===== config.mk =====
export PLATFORM = sky130hd
export DESIGN_NAME = countdown_timer
export DESIGN_NICKNAME = d
export VERILOG_FILES = /design/src/rtl/countdown_timer.sv
export SDC_FILE = /design/constraint.sdc
export NUM_CORES = 1
export LEC_CHECK = 0
export CORE_MARGIN = 8
export CORE_UTILIZATION = 30
export CTS_CLUSTER_SIZE = 28
export DETAILED_ROUTE_END_ITERATION = 10
export MAX_ROUTING_LAYER = met4
export SLEW_MARGIN = 5
export SYNTH_ARGS = -nofsm -noshare
export SYNTH_HDL_FRONTEND = slang
export SYNTH_SLANG_ARGS = --single-unit
export TNS_END_PERCENT = 5

===== constraint.sdc =====
create_clock -name clk -period 5.3 [get_ports clk]
set_input_delay 0.795 -clock clk [delete_from_list [all_inputs] [get_ports clk]]
set_output_delay 0.795 -clock clk [all_outputs]
set_load 0.03 [all_outputs]

===== src/rtl/countdown_timer.sv =====
// Settable countdown timer: debounced buttons edit an hr:min:sec:cs word,
// which then counts down to zero at 1/100 s resolution.
module countdown_timer #(
    parameter int DB_CYCLES    = 10,
    parameter int TICKS_PER_CS = 10
) (
    input  logic        clk,
    input  logic        reset,
    input  logic        toggle,
    input  logic        add_one,
    input  logic        add_ten,
    input  logic        ms_sw,
    input  logic        s_sw,
    input  logic        min_sw,
    input  logic        hr_sw,
    output logic [26:0] out_time,
    output logic        running,
    output logic        done
);

    localparam int CW = $clog2(DB_CYCLES + 1);
    localparam int PW = (TICKS_PER_CS > 1) ? $clog2(TICKS_PER_CS) : 1;
    localparam logic [CW-1:0] DB_LAST   = CW'(DB_CYCLES - 1);
    localparam logic [PW-1:0] TICK_LAST = PW'(TICKS_PER_CS - 1);

    typedef enum logic [1:0] {IDLE, RUN, PAUSED, DONE} state_t;

    // ---------------- button conditioning: bit 0 toggle, 1 add_one, 2 add_ten
    logic [2:0]    btn_raw;
    logic [2:0]    sync1_q, sync2_q;
    logic [2:0]    stable_q, stable_d;
    logic [2:0]    prev_q;
    logic [2:0]    evt_q, evt_d;
    logic [CW-1:0] cnt_q [3];
    logic [CW-1:0] cnt_d [3];

    assign btn_raw = {add_ten, add_one, toggle};

    // The counter only runs while the synchronised input disagrees with the
    // accepted level, so any shorter excursion restarts it from zero.
    always_comb begin
        for (int i = 0; i < 3; i++) begin
            stable_d[i] = stable_q[i];
            cnt_d[i]    = '0;
            if (sync2_q[i] != stable_q[i]) begin
                if (cnt_q[i] == DB_LAST) stable_d[i] = sync2_q[i];
                else                     cnt_d[i]    = cnt_q[i] + 1'b1;
            end
        end
        evt_d = stable_q & ~prev_q;
    end

    // ---------------- time word and control
    state_t        state_q, state_d;
    logic [4:0]    hr_q, hr_d;
    logic [5:0]    min_q, min_d;
    logic [5:0]    sec_q, sec_d;
    logic [6:0]    cs_q, cs_d;
    logic [PW-1:0] presc_q, presc_d;
    logic          running_q, running_d;
    logic          done_q, done_d;

    logic          ev_tog, ev_add, word_zero, tick;
    logic [3:0]    step;
    logic [5:0]    hr_sum;
    logic [6:0]    min_sum, sec_sum;
    logic [7:0]    cs_sum;
    logic [4:0]    hr_edit;
    logic [5:0]    min_edit, sec_edit;
    logic [6:0]    cs_edit;
    logic [4:0]    dec_hr;
    logic [5:0]    dec_min, dec_sec;
    logic [6:0]    dec_cs;
    logic          borrow_s, borrow_m, borrow_h, dec_zero;

    assign ev_tog    = evt_q[0];
    assign ev_add    = evt_q[1] | evt_q[2];
    assign step      = evt_q[2] ? 4'd10 : 4'd1;
    assign word_zero = (hr_q == '0) && (min_q == '0) && (sec_q == '0) && (cs_q == '0);
    assign tick      = (presc_q == TICK_LAST);

    // Fields are always below their limit, so one conditional subtract is a full modulo.
    assign hr_sum   = {1'b0, hr_q}  + {2'b00, step};
    assign min_sum  = {1'b0, min_q} + {3'b000, step};
    assign sec_sum  = {1'b0, sec_q} + {3'b000, step};
    assign cs_sum   = {1'b0, cs_q}  + {4'b0000, step};
    assign hr_edit  = (hr_sum  >= 6'd24)  ? 5'(hr_sum  - 6'd24)  : hr_sum[4:0];
    assign min_edit = (min_sum >= 7'd60)  ? 6'(min_sum - 7'd60)  : min_sum[5:0];
    assign sec_edit = (sec_sum >= 7'd60)  ? 6'(sec_sum - 7'd60)  : sec_sum[5:0];
    assign cs_edit  = (cs_sum  >= 8'd100) ? 7'(cs_sum  - 8'd100) : cs_sum[6:0];

    assign borrow_s = (cs_q == '0);
    assign borrow_m = borrow_s && (sec_q == '0);
    assign borrow_h = borrow_m && (min_q == '0);
    assign dec_cs   = borrow_s ? 7'd99 : cs_q - 7'd1;
    assign dec_sec  = borrow_s ? ((sec_q == '0) ? 6'd59 : sec_q - 6'd1) : sec_q;
    assign dec_min  = borrow_m ? ((min_q == '0) ? 6'd59 : min_q - 6'd1) : min_q;
    assign dec_hr   = borrow_h ? hr_q - 5'd1 : hr_q;
    assign dec_zero = (dec_hr == '0) && (dec_min == '0) && (dec_sec == '0) && (dec_cs == '0);

    always_comb begin
        state_d = state_q;
        hr_d    = hr_q;
        min_d   = min_q;
        sec_d   = sec_q;
        cs_d    = cs_q;
        presc_d = presc_q;
        case (state_q)
            IDLE, PAUSED: begin
                if (ev_tog) begin
                    if (word_zero) begin
                        state_d = IDLE;
                    end else begin
                        state_d = RUN;
                        if (state_q == IDLE) presc_d = '0;
                    end
                end else if (ev_add) begin
                    if      (hr_sw)  hr_d  = hr_edit;
                    else if (min_sw) min_d = min_edit;
                    else if (s_sw)   sec_d = sec_edit;
                    else if (ms_sw)  cs_d  = cs_edit;
                end
            end
            RUN: begin
                // Reaching zero outranks a pause requested on the same edge.
                if (tick && dec_zero) begin
                    state_d = DONE;
                    hr_d    = '0;
                    min_d   = '0;
                    sec_d   = '0;
                    cs_d    = '0;
                end else if (ev_tog) begin
                    state_d = PAUSED;
                end else begin
                    presc_d = tick ? '0 : presc_q + 1'b1;
                    if (tick) begin
                        hr_d  = dec_hr;
                        min_d = dec_min;
                        sec_d = dec_sec;
                        cs_d  = dec_cs;
                    end
                end
            end
            default: begin
                hr_d  = '0;
                min_d = '0;
                sec_d = '0;
                cs_d  = '0;
                if (ev_tog) state_d = IDLE;
            end
        endcase
        running_d = (state_d == RUN);
        done_d    = (state_d == DONE);
    end

    always_ff @(posedge clk) begin
        if (!reset) begin
            sync1_q   <= '0;
            sync2_q   <= '0;
            stable_q  <= '0;
            prev_q    <= '0;
            evt_q     <= '0;
            for (int i = 0; i < 3; i++) cnt_q[i] <= '0;
            state_q   <= IDLE;
            hr_q      <= '0;
            min_q     <= '0;
            sec_q     <= '0;
            cs_q      <= '0;
            presc_q   <= '0;
            running_q <= 1'b0;
            done_q    <= 1'b0;
        end else begin
            sync1_q   <= btn_raw;
            sync2_q   <= sync1_q;
            stable_q  <= stable_d;
            prev_q    <= stable_q;
            evt_q     <= evt_d;
            for (int i = 0; i < 3; i++) cnt_q[i] <= cnt_d[i];
            state_q   <= state_d;
            hr_q      <= hr_d;
            min_q     <= min_d;
            sec_q     <= sec_d;
            cs_q      <= cs_d;
            presc_q   <= presc_d;
            running_q <= running_d;
            done_q    <= done_d;
        end
    end

    assign out_time = {hr_q, min_q, sec_q, cs_q, 3'b000};
    assign running  = running_q;
    assign done     = done_q;

endmodule

==> metrics.md <==
| Metric | Value |
|---|---|
| Outcome | `finished clean` |
| I/O Buffers | `34` |
| Largest delay share family, worst path | `compound AO/OA/AOI/OAI gates` |
| Post-layout nets | `621` |
| Via density | `5.64` |
| TritonCTS clock tree | `yes` |
| Pwr Density | `224 mW/mm^2` |
| Cts-stage hold buffer count | `0` |
| Maximum clock insertion buffer count | `2` |
| Crit path time final | `4270 ps` |
| Final TNS setup | `0 ps` |
| CP Capture Type | `register` |
| Pwr Total | `1.17 mW` |
| Routed Antenna Nets | `0` |
| Kind of start point of the critical path | `register` |
| Dominant synthesized flop cell | `dfxtp_1` |
| Yosys warnings | `0` |
| Maximum VDD drop | `0.304 mV` |
| Final HPWL DP | `9.14 mm` |
| H-tree depth | `3` |
| Syn_area_per_cell | `7.88 sq um` |
| Worst-Margin Slew | `936 ps` |
| DIE WIDTH | `138 um` |
| Post-CTS Resized | `0` |
| Overflow after GRT | `0` |
| Seq cells post-synth | `59` |
| EDFF count, synth | `0` |
| Slowest stage delay, CP | `800 ps` |
| Area Growth Syn to Fin | `17.4%` |
| Total wire length | `12.8 mm` |
| Synthesized area | `0.00445 sq mm` |
| Cell type of the slowest stage on the worst timing path | `a21oi_1` |
| Die H | `138 um` |
| Site Rows | `44` |
| Sequential area share after synthesis | `26.6%` |
| First-pass GRT wire length | `21.1 mm` |
| Worst hold margin | `382 ps` |
| Max cap viols | `0` |
| Ports | `38` |
| Reg clk slew, reported paths | `60 ps` |
| Crit-path max FO | `14` |
| Commonest non-fill, non-tap cell in the layout | `dfxtp_1` |
| Clock Latency Late Sink | `340 ps` |
| Worst endpoint required time | `5530 ps` |
| Max Clock Skew | `7.11 ps` |
| Largest net degree at the start of global routing | `43` |
| Netlist cell types | `75` |
| Vias in the first global route | `4249` |
| DRT Pass-1 Iters | `5` |
| Min-delay worst type | `register to register` |
| Worst-path cell chain | `inv_1 > ha_1 > or4b_4 > or4_1 > o41ai_1 > and4bb_1 > nand4_1 > a21oi_1 > o41ai_1 > o221a_2` |
| Initial Utilization | `30.6%` |
| Fill cell count | `1524` |
| Post-synth ARST share | `0%` |
| Via count | `4328` |
| Syn Inst Count | `564` |
| RSZ-0062 raised after global routing | `false` |
| Number of post-CTS setup repair buffers | `0` |
| Antenna violations before repair | `0` |
| WL per Instance | `16.7 um` |
| Layout cell share with drive strength beyond 1 | `6.35%` |
| Inst Count DP | `751` |
| Tot GR Track Use | `14.3%` |
| Leakage power | `2.08 nW` |
| Worst Path Arrival | `4500 ps` |
| Final slew viol count | `0` |
| Setup violations, final | `0` |
| Non-filler cells, final | `767` |
| Buf/Inv on CP | `1` |
| CTS Sinks | `59` |
| Setup Crit Path Kind | `register to register` |
| Final Cycle Share | `80.6%` |
| Core box area | `0.0145 sq mm` |
| Routability Congestion | `0.899` |
| CTS root buf | `clkbuf_16` |
| DR DRC count | `0` |
| N_diodes | `0` |
| Hold Vio Cnt, Final | `0` |
| Die ar. | `0.0190 sq mm` |
| Crit path top cell by count | `o41ai_1` |
| Initial drt markers | `308` |
| Max Freq | `234 MHz` |
| Most frequent cells in the layout | `59 x dfxtp_1, 45 x a21oi_1, 44 x nand2_1` |
| Slew HR | `37.6%` |
| TritonCTS buffer count | `9` |
state kept, by name, summed over array words and instances (netlist names):
name	cells
cnt_q	12
cs_q	7
done	1
evt_q	3
hr_q	5
min_q	6
presc_q	4
prev_q	3
running	1
sec_q	6
stable_q	3
state_q	2
sync1_q	3
sync2_q	3
where the power goes:
group	leakage (nW)	switching (mW)	total [mW]	internal (mW)
Clock	0.167	0.231	0.694	0.463
Sequential	0.477	0.00145	0.448	0.446
Combinational	1.43	0.0163	0.0255	0.00916
Total	2.08	0.249	1.17	0.918
worst register-to-register path: stages (launching register included):
cell and delay (ps):
dfxtp_1 350, inv_1 140, ha_1 280, or4b_4 550
or4_1 660, o41ai_1 410, and4bb_1 290, nand4_1 180
a21oi_1 800, o41ai_1 220, o221a_2 280
logic make-up (layout without fill, tap and decap cells):
logic type      after synthesis  in the layout  synth area share [%]
compound gates              167            167                  25.1
xor+xnor                     26             26                  5.12
flops                        59             59                  26.6
fa+ha+maj                    34             34                  10.2
simple gates                206            206                  24.9
mux                           7              7                  1.60
buf+inv                      64             81                  6.39
other cells                   1              3                0.0843
layout make-up:
class                      instances  area [sq um]  area share [%]
multi-input combinational        443          2990            57.2
timing repair buffer              38           370            7.09
tap                              184           230            4.41
clock buffer                       9           225            4.31
sequential                        59          1180            22.6
inverter                          27           101            1.94
clock inverter                     7           124            2.37
layer usage:
layer	wire length (um)	global-route usage, %
met3	946	3.03
met5	0	-
met2	5940	22.6
met1	5660	17.6
met4	240	5.49
final timing paths:
| check | startpoint | depth (start not counted) | slack [ps] | to |
|---|---|---|---|---|
| setup / recovery | cs_q[1] | 10 | 1030 | cs_q[5] |
| setup reg to reg | cs_q[1] | 10 | 1030 | cs_q[5] |
| hold / removal | prev_q[0] | 1 | 380 | evt_q[0] |
| hold reg to reg | prev_q[0] | 1 | 380 | evt_q[0] |
cells in the mapped netlist (all sizes together), types with 3 or more instances:
| cell type | instances | area share [%] |
|---|---|---|
| nand4 | 3 | 0.42 |
| o211a | 6 | 1.4 |
| a21o | 5 | 0.84 |
| and3b | 3 | 0.59 |
| or4 | 5 | 0.93 |
| a21oi | 45 | 5.1 |
| nor2b | 6 | 0.84 |
| and3 | 6 | 0.84 |
| nor2 | 43 | 3.6 |
| o22ai | 7 | 0.98 |
| xnor2 | 12 | 2.4 |
| or2 | 5 | 0.70 |
| o32ai | 3 | 0.59 |
| nand3b | 7 | 1.2 |
| or3 | 3 | 0.42 |
| fa | 4 | 1.8 |
| o221a | 4 | 1.0 |
| dfxtp | 59 | 27 |
| o31ai | 4 | 0.68 |
| nor3b | 4 | 0.68 |
| nor4 | 6 | 0.98 |
| a311oi | 4 | 0.79 |
| ha | 30 | 8.4 |
| nor3 | 15 | 1.7 |
| o41ai | 5 | 0.98 |
| and2 | 15 | 2.1 |
| mux2i | 6 | 1.4 |
| xor2 | 14 | 2.8 |
| o21ai | 36 | 4.1 |
| o211ai | 8 | 1.4 |
| o21a | 3 | 0.51 |
| buf | 9 | 1.7 |
| a31oi | 7 | 0.98 |
| nand2 | 44 | 3.7 |
| nand3 | 23 | 2.6 |
| clkbuf | 28 | 2.4 |
| nand2b | 7 | 1.2 |
| inv | 27 | 2.3 |
| a211oi | 4 | 0.68 |
metrics by stage:
stage / instance area, sq um / utilization (%) / worst slack (ps)
2_1_floorplan: 4450 / - / 1340
3_3_place_gp: 4870 / 33.5 / 1260
3_5_place_dp: 4870 / 33.5 / 1070
4_1_cts: 5220 / 35.9 / 1070
5_1_grt: 5220 / 35.9 / 691
6_report: 5220 / 35.9 / 1030
No activity file was read; power rests on OpenSTA's default activity.
